File: src/rtl/ahb_pkg.sv
// ahb_pkg: shared AHB-lite encodings for the burst master.
//   htrans_e  - HTRANS transfer type encodings
//   hburst_e  - HBURST burst type encodings
//   state_e   - burst master FSM states
//   burst_norm / burst_beats / burst_is_wrap - burst decode helpers
package ahb_pkg;

    typedef enum logic [1:0] {
        HTRANS_IDLE   = 2'b00,
        HTRANS_BUSY   = 2'b01,
        HTRANS_NONSEQ = 2'b10,
        HTRANS_SEQ    = 2'b11
    } htrans_e;

    typedef enum logic [2:0] {
        HBURST_SINGLE = 3'b000,
        HBURST_INCR   = 3'b001,
        HBURST_WRAP4  = 3'b010,
        HBURST_INCR4  = 3'b011,
        HBURST_WRAP8  = 3'b100,
        HBURST_INCR8  = 3'b101,
        HBURST_WRAP16 = 3'b110,
        HBURST_INCR16 = 3'b111
    } hburst_e;

    typedef enum logic [1:0] {
        ST_IDLE,
        ST_NONSEQ,
        ST_SEQ,
        ST_DRAIN
    } state_e;

    // Undefined-length INCR is not supported; it degrades to a single beat.
    function automatic hburst_e burst_norm(input logic [2:0] b);
        hburst_e r;
        r = hburst_e'(b);
        if (r == HBURST_INCR) r = HBURST_SINGLE;
        return r;
    endfunction

    function automatic logic [4:0] burst_beats(input hburst_e b);
        logic [4:0] n;
        case (b)
            HBURST_WRAP4,  HBURST_INCR4:  n = 5'd4;
            HBURST_WRAP8,  HBURST_INCR8:  n = 5'd8;
            HBURST_WRAP16, HBURST_INCR16: n = 5'd16;
            default:                      n = 5'd1;
        endcase
        return n;
    endfunction

    function automatic logic burst_is_wrap(input hburst_e b);
        return (b == HBURST_WRAP4) || (b == HBURST_WRAP8) || (b == HBURST_WRAP16);
    endfunction

endpackage

File: src/rtl/ahb_addr_gen.sv
// ahb_addr_gen: next beat address for INCR and WRAP bursts.
//   addr_i  - address of the current beat (size aligned)
//   burst_i - burst type of the running burst
//   next_o  - address of the following beat
// WRAP bursts keep the bits above the wrap boundary fixed and let the
// low bits roll over modulo (beats * bytes-per-beat).
module ahb_addr_gen
    import ahb_pkg::*;
#(
    parameter int ADDR_W = 32,
    parameter int DATA_W = 32
) (
    input  logic [ADDR_W-1:0] addr_i,
    input  hburst_e           burst_i,
    output logic [ADDR_W-1:0] next_o
);

    localparam int                SZ   = $clog2(DATA_W / 8);
    localparam logic [ADDR_W-1:0] STEP = ADDR_W'(DATA_W / 8);

    logic [ADDR_W-1:0] incr;
    logic [ADDR_W-1:0] wrap_mask;

    always_comb begin
        incr      = addr_i + STEP;
        wrap_mask = (ADDR_W'(burst_beats(burst_i)) << SZ) - ADDR_W'(1);
        if (burst_is_wrap(burst_i)) begin
            next_o = (addr_i & ~wrap_mask) | (incr & wrap_mask);
        end else begin
            next_o = incr;
        end
    end

endmodule

File: src/rtl/ahb_burst_master.sv
// ahb_burst_master: AHB-lite master issuing fixed-length bursts.
//   Hclk/Hresetn           - clock, async active-low reset
//   cmd_valid/cmd_ready    - command handshake (cmd_write, cmd_addr, cmd_burst)
//   wr_data/wr_ready       - write beat source, wr_ready pulses on consumption
//   rd_data/rd_valid       - read beat sink, one pulse per beat
//   done                   - pulse after the final data phase
//   Hreadyout/Hrdata       - slave response
//   Haddr/Hwrite/Htrans/Hburst/Hsize/Hwdata/Hreadyin - AHB master outputs
// Address and data phases overlap: the address phase of beat N completes on
// the same Hreadyout edge that ends the data phase of beat N-1.
module ahb_burst_master
    import ahb_pkg::*;
#(
    parameter int ADDR_W = 32,
    parameter int DATA_W = 32
) (
    input  logic              Hclk,
    input  logic              Hresetn,
    input  logic              cmd_valid,
    output logic              cmd_ready,
    input  logic              cmd_write,
    input  logic [ADDR_W-1:0] cmd_addr,
    input  logic [2:0]        cmd_burst,
    input  logic [DATA_W-1:0] wr_data,
    output logic              wr_ready,
    output logic [DATA_W-1:0] rd_data,
    output logic              rd_valid,
    output logic              done,
    input  logic              Hreadyout,
    input  logic [DATA_W-1:0] Hrdata,
    output logic [ADDR_W-1:0] Haddr,
    output logic              Hwrite,
    output logic [1:0]        Htrans,
    output logic [2:0]        Hburst,
    output logic [2:0]        Hsize,
    output logic [DATA_W-1:0] Hwdata,
    output logic              Hreadyin
);

    localparam int                SZ         = $clog2(DATA_W / 8);
    localparam logic [ADDR_W-1:0] ALIGN_MASK = ~ADDR_W'((DATA_W / 8) - 1);

    state_e            state_q, state_d;
    logic              run_q;
    logic [ADDR_W-1:0] haddr_q, haddr_d, addr_next;
    hburst_e           hburst_q, hburst_d;
    logic              hwrite_q, hwrite_d;
    logic [3:0]        beat_q, beat_d;
    logic              dphase_q, dphase_d;
    logic [DATA_W-1:0] hwdata_q, rd_data_q;
    logic              rd_valid_q, done_q;
    logic              dphase_done, last_beat;

    ahb_addr_gen #(
        .ADDR_W (ADDR_W),
        .DATA_W (DATA_W)
    ) u_addr_gen (
        .addr_i  (haddr_q),
        .burst_i (hburst_q),
        .next_o  (addr_next)
    );

    assign dphase_done = dphase_q & Hreadyout;
    assign last_beat   = ((5'(beat_q) + 5'd1) == burst_beats(hburst_q));

    always_comb begin
        state_d   = state_q;
        haddr_d   = haddr_q;
        hburst_d  = hburst_q;
        hwrite_d  = hwrite_q;
        beat_d    = beat_q;
        dphase_d  = dphase_q & ~Hreadyout;
        cmd_ready = 1'b0;
        wr_ready  = 1'b0;
        Htrans    = HTRANS_IDLE;
        case (state_q)
            ST_IDLE: begin
                // run_q keeps the handshake closed until the first edge after reset.
                cmd_ready = run_q & ~dphase_q;
                if (cmd_valid && cmd_ready) begin
                    state_d  = ST_NONSEQ;
                    haddr_d  = cmd_addr & ALIGN_MASK;
                    hburst_d = burst_norm(cmd_burst);
                    hwrite_d = cmd_write;
                    beat_d   = 4'd0;
                end
            end
            ST_NONSEQ, ST_SEQ: begin
                Htrans = (state_q == ST_NONSEQ) ? HTRANS_NONSEQ : HTRANS_SEQ;
                if (Hreadyout) begin
                    wr_ready = hwrite_q;
                    dphase_d = 1'b1;
                    if (last_beat) begin
                        state_d = ST_DRAIN;
                    end else begin
                        state_d = ST_SEQ;
                        haddr_d = addr_next;
                        beat_d  = beat_q + 4'd1;
                    end
                end
            end
            ST_DRAIN: begin
                if (Hreadyout) state_d = ST_IDLE;
            end
            default: state_d = ST_IDLE;
        endcase
    end

    always_ff @(posedge Hclk or negedge Hresetn) begin
        if (!Hresetn) begin
            state_q  <= ST_IDLE;
            run_q    <= 1'b0;
            haddr_q  <= '0;
            hburst_q <= HBURST_SINGLE;
            hwrite_q <= 1'b0;
            beat_q   <= 4'd0;
            dphase_q <= 1'b0;
        end else begin
            state_q  <= state_d;
            run_q    <= 1'b1;
            haddr_q  <= haddr_d;
            hburst_q <= hburst_d;
            hwrite_q <= hwrite_d;
            beat_q   <= beat_d;
            dphase_q <= dphase_d;
        end
    end

    always_ff @(posedge Hclk or negedge Hresetn) begin
        if (!Hresetn) begin
            hwdata_q   <= '0;
            rd_data_q  <= '0;
            rd_valid_q <= 1'b0;
            done_q     <= 1'b0;
        end else begin
            // Hwdata only changes when an address phase completes, which is
            // also when the previous data phase ends, so it holds through stalls.
            if (wr_ready) hwdata_q <= wr_data;
            if (dphase_done && !hwrite_q) rd_data_q <= Hrdata;
            rd_valid_q <= dphase_done & ~hwrite_q;
            done_q     <= (state_q == ST_DRAIN) & Hreadyout;
        end
    end

    assign Haddr    = haddr_q;
    assign Hwrite   = hwrite_q;
    assign Hburst   = hburst_q;
    assign Hsize    = 3'(SZ);
    assign Hwdata   = hwdata_q;
    assign Hreadyin = run_q;
    assign rd_data  = rd_data_q;
    assign rd_valid = rd_valid_q;
    assign done     = done_q;

endmodule

File: config.mk
export PLATFORM = sky130hd
export DESIGN_NAME = ahb_burst_master
export DESIGN_NICKNAME = d
export VERILOG_FILES = /design/src/rtl/ahb_pkg.sv /design/src/rtl/ahb_addr_gen.sv /design/src/rtl/ahb_burst_master.sv
export SDC_FILE = /design/constraint.sdc
export NUM_CORES = 1
export LEC_CHECK = 0
export ABC_AREA = 1
export BUFFER_PORTS_ARGS = -buffer_cell sky130_fd_sc_hd__buf_2
export CAP_MARGIN = 30
export CORE_MARGIN = 4
export CORE_UTILIZATION = 44
export CTS_CLUSTER_SIZE = 16
export DETAILED_ROUTE_END_ITERATION = 10
export GPL_ROUTABILITY_DRIVEN = 1
export PLACE_DENSITY = 0.84
export SYNTH_ARGS = -nofsm -noshare
export SYNTH_HDL_FRONTEND = slang
export SYNTH_SLANG_ARGS = --single-unit
export TNS_END_PERCENT = 1
File: constraint.sdc
create_clock -name Hclk -period 2.15 [get_ports Hclk]
set_input_delay 0 -clock Hclk [delete_from_list [all_inputs] [get_ports Hclk]]
set_output_delay 0 -clock Hclk [all_outputs]
set_load 0.02 [all_outputs]
Word-level counts from Yosys, hierarchy flattened
Index checks and enable logic that the tools add are counted.

Register bits: 110. Output and inout port bits: 110. Logic and storage cells: 79.

$add $sub $neg: 4. Equal/unequal tests: 15. Muxes and demuxes: 23. Bitwise operators: 12. Reduce and logical (&&, ||, !) cells: 14.

Operators by type and width (count): 32-bit 2-to-1 mux (4); 32-bit bitwise AND (2); 32-bit case mux with 2 select lines (1); 32-bit by 3-bit adder with 32-bit output, second input constant (1); 32-bit NOT (1); 32-bit bitwise OR (1); 5-bit case mux with 3 select lines (1); 3-bit equality test, second input constant (4); 4-bit 2-to-1 mux (3); 2-bit 2-to-1 mux (4); 2-bit inequality test, second input constant (4); 4-bit case mux with 2 select lines (1); 2-bit OR reduction (4); 7-bit by 1-bit subtractor with 8-bit output, second input constant (1); 1-bit 2-to-1 mux (7); 3-bit by 2-bit equality test with 1-bit output, second input constant (2); 2-bit case mux with 3 select lines (1); 4-bit by 1-bit adder with 5-bit output, second input constant (1); 1-bit bitwise AND (5); 5-bit equality test (1); 4-bit by 1-bit adder with 4-bit output, second input constant (1); 2-bit equality test, second input constant (2); 4-bit AND reduction (1); 3-bit by 1-bit equality test with 1-bit output, second input constant (1); 10 further kinds (14).

Longest topological paths before layout
Word-level depth: 11. Gate-level depth with buffers: 12. Mapped depth without buffers: 12.

Modules after synthesis
A second synthesis with hierarchy kept.

Cell total of the unflattened synthesis: 789. Area total of the unflattened synthesis: 5883.1 sq um.

Modules (own cells, without submodules): ahb_burst_master (times used 1, cells each 627, area each 4924.7 sq um, seq. area each 2752.6 sq um); ahb_addr_gen (times used 1, cells each 162, area each 958.4 sq um, seq. area each 0.0 sq um).

Worst setup path after synthesis
No wires, ideal clock.

Path type: flip-flop to flip-flop. Start point: register state_q[1]. End point: register haddr_q[12], in the netlist Haddr[12]. Data arrival time: 1665 ps. Data required time: 2033 ps. Slack: 368 ps. Cell stages (with the launch flop): 13. Path buffers: 1. Period minus slack after synthesis: 1782 ps. Cells stage by stage: dfrtp_1 -> inv_1 -> ha_1 -> inv_2 -> nor2_1 -> nand3_1 -> nor2_1 -> nand3_4 -> nand3_4 -> nor2_8 -> buf_6 -> nand2_1 -> nand2_1.

Longest elaborated chain between the ends: 4. Elaborated cells on any way between the ends: 10. Classes of those cells: 5 x eq/ne; 1 x mux; 4 x reduce/logical.

Ends and longest elaborated chain: from (decl) (RTL line ahb_burst_master.sv:43) `state_e state_q, state_d;`; from (signal assigned) (RTL line ahb_burst_master.sv:119) `state_q <= state_d;`; 2-bit by 1-bit equality test with 1-bit output or 2-bit equality test (tied branches) (RTL line ahb_burst_master.sv:76) `case (state_q)`; 2-bit OR reduction (RTL line ahb_burst_master.sv:76); 2-bit inequality test (no source line) or 2-bit nonzero test (tied branches); 4-bit AND reduction (no source line); to (signal assigned) (RTL line ahb_burst_master.sv:121) `haddr_q <= haddr_d;`; to (decl) (RTL line ahb_burst_master.sv:45) `logic [ADDR_W-1:0] haddr_q, haddr_d, addr_next;`.

Parallel ways exist; a longest one is shown, timed or not. A chain may end at the register's enable or synchronous reset.

Final worst setup path
Start point: register beat_q[0]. End point: register haddr_q[20], in the netlist Haddr[20].

Longest elaborated chain between the ends: 4.

Ends and longest elaborated chain: from (decl) (RTL line ahb_burst_master.sv:48) `logic [3:0] beat_q, beat_d;`; from (signal assigned) (RTL line ahb_burst_master.sv:124) `beat_q <= beat_d;`; 4-bit by 1-bit adder with 5-bit output (RTL line ahb_burst_master.sv:64) `assign last_beat = ((5'(beat_q) + 5'd1) == burst_beats(hburst_q));`; 5-bit equality test (RTL line ahb_burst_master.sv:64); 2-bit inequality test (no source line); 4-bit AND reduction (no source line).

Every way passes these cells.

==> out/results.ini <==
[clock_tree]
cts_buffers=9
clk_pin_slew_ps=80
cts-htree-levels=3
cts_root_buf=clkbuf_16
cts.sinks=108
clock_latency_ps=360
clock_path_buffers=2
cts_tree=done

[sta]
finalSetupTns_ps=0
holdWs_ps=160
rsz0062_at_grt=no
hold_violations=0
min_period_ps=2030
timing.slew.headroom_pct=54.4
fin_skew_ps=10.0
worst_slew_pin_slew_ps=684
finalCritPeriodShare_pct=94.3
drv_slew=0
setup_violations=0
fmax_mhz=493

[yosys]
synthFlopType=dfrtp_1
ys_seq_area_share_pct=48.1
ys_warn_count=0
synthTopCellsByArea=dfrtp_1, nand2_1, nor2_1
synth-edff-count=0
synth.avg_cell_area_um2=7.17
synth_top_area_cell=dfrtp_1
ys_ff_latch=108
synth_area_um2=5620
yosys.cell_count.top_type=nand2_1
synthArstFlopShare_pct=100
synth_cell_types=33
synthCells=784
yosys-top-cells-count=nand2_1, dfrtp_1, nor2_1, inv_1, nand3_1
synth_top_cell_area_share_pct=48.1

[grt]
grt_pass1_wl_um=29000
grt-ovfl-total=0
antenna_found_initial=0
grt_pass1_vias=6078
grtUsageTotal_pct=24.8
grt_max_degree=56

[layout]
drive_above_1_share_pct=23.4
fillCellCount=1018
postLayoutCellArea_um2=8200
nets=1201
diodes=0
area_delta_synth_final_pct=45.8

[pwr]
p_leak_uw=0.00447
ir_worst_vdd_v=0.00103
powerDensity_nw_per_um2=1450

[worst_setup_path]
critPathRequiredTime_ps=2400
cp.arrival_ps=2270
startpoint_type=flop
end_kind=flop
rrSetupSlack_ps=120
worstPathMaxFanout=13
worstSetupPathType=flop to flop

[routing]
wirelength_um=18600
ant_nets=0
routedWlPerCell_um=14.7
drc=0
dr.pass1.iters=5
vias=6316
post_drt_via_cell_ratio=4.98
drt_iter0_drc=554

[placement]
placement.io_buffers=206
dp_hpwl_um=11700
dpl-instance-area_um2=6860
gp_congestion=0.905

[floorplanning]
start_util_pct=44.7
dieArea_um2=14700
ios=214
core_um2=12600
die_height_um=121
rows=41
die_x_um=121

[job]
maxCapViolCount=0

[min_path]
hold_path_class=input port to flop

[run_status]
status=finished clean

==> cells by family after synthesis <==
family	share of synthesized area (%)
AOI/OAI and AO/OA	2.69
xor gates and xnor gates	1.87
adders and majority gates	1.11
buffers and inverters	4.94
DFF	48.1
muxes	0.200
other	0.134
and+or+nand+nor	41.0
==> timing repair <==
| item | in CTS | in global routing |
|---|---|---|
| buffers inserted | 0 | 1 |
| hold buffers | 100 | 0 |
| endpoints found under the setup margin | 0 | 11 |
| gates resized for setup | 0 | 4 |
| endpoints found under the hold margin | 153 | 0 |
==> report_power, final <==
| group | internal [µW] | switching (µW) | total [µW] |
|---|---|---|---|
| clock | 814 | 805 | 1620 |
| sequential | 2950 | 825 | 3780 |
| combinational | 2190 | 4300 | 6490 |
| total | 5960 | 5930 | 11900 |
==> sequential cells by signal (all words and copies together) (netlist names) <==
| signal | flops |
|---|---|
| done | 1 |
| Hreadyin | 1 |
| state_q | 2 |
| dphase_q | 1 |
| Haddr | 30 |
| beat_q | 4 |
| rd_data | 32 |
| Hwrite | 1 |
| rd_valid | 1 |
| Hburst | 3 |
| Hwdata | 32 |
==> layer usage <==
layer	track usage, %	wire length (µm)	vias up
met4	11.6	735	0
met1	29.4	7170	2898
met2	41.9	9010	333
met5	0	0	-
met3	6.39	1710	68
li1	-	-	3017
==> critical path, cell delays in order (launching register included) <==
cell     delay [ps]
dfrtp_1         470
ha_1            350
nor2_1          120
nand3_1          80
nor2_1          180
nand3_4         210
nand3_4         190
nor2_4           50
buf_12          150
nand2_1          50
nand2_1          40
==> metrics by stage <==
stage / utilization (%) / cells / power, µW / worst slack [ps]
6_report: 65.2 / 1269 / 11900 / 123
5_1_grt: 65.2 / 1269 / 12800 / 1.95
4_1_cts: 64.8 / 1266 / 11500 / 160
3_5_place_dp: 54.5 / 1150 / 9690 / 178
3_3_place_gp: 54.5 / 1150 / 9520 / 257
2_1_floorplan: - / 788 / 7800 / 368
==> placed cells by master (no fill, tap or decap), types with 5 or more instances in the layout <==
cell type	n
nand2_1	464
inv_1	29
ha_1	5
buf_2	205
a21oi_1	6
conb_1	6
nor2_1	51
nor2_2	6
o21ai_0	16
clkbuf_16	9
xor2_1	8
buf_4	11
nand3b_1	12
dfrtp_1	108
dlygate4sd3_1	100
nand3_1	20
==> final timing paths <==
path,start,to,cells after the start
hold / removal,cmd_valid,beat_q[1]$_DFFE_PN0P_,5
setup / recovery,beat_q[0]$_DFFE_PN0P_,Haddr[20]$_DFFE_PN0P_,10
setup reg to reg,beat_q[0]$_DFFE_PN0P_,Haddr[20]$_DFFE_PN0P_,10
min in group asynchronous,Hresetn,rd_data[4]$_DFFE_PN0P_,2
hold reg to reg,rd_data[7]$_DFFE_PN0P_,rd_data[7]$_DFFE_PN0P_,2
max in group asynchronous,Hresetn,Haddr[29]$_DFFE_PN0P_,3
==> layout make-up <==
cell class / count / area [µm²] / share of cell area [%]
flip-flops and latches: 108 / 2700 / 33.0
clock inverters: 6 / 57.6 / 0.702
clock buffers: 10 / 229 / 2.79
well taps: 172 / 215 / 2.63
repair buffers: 319 / 2170 / 26.5
inverters: 33 / 124 / 1.51
multi-input cells: 621 / 2700 / 32.9
(Power assumes the default switching activity.)
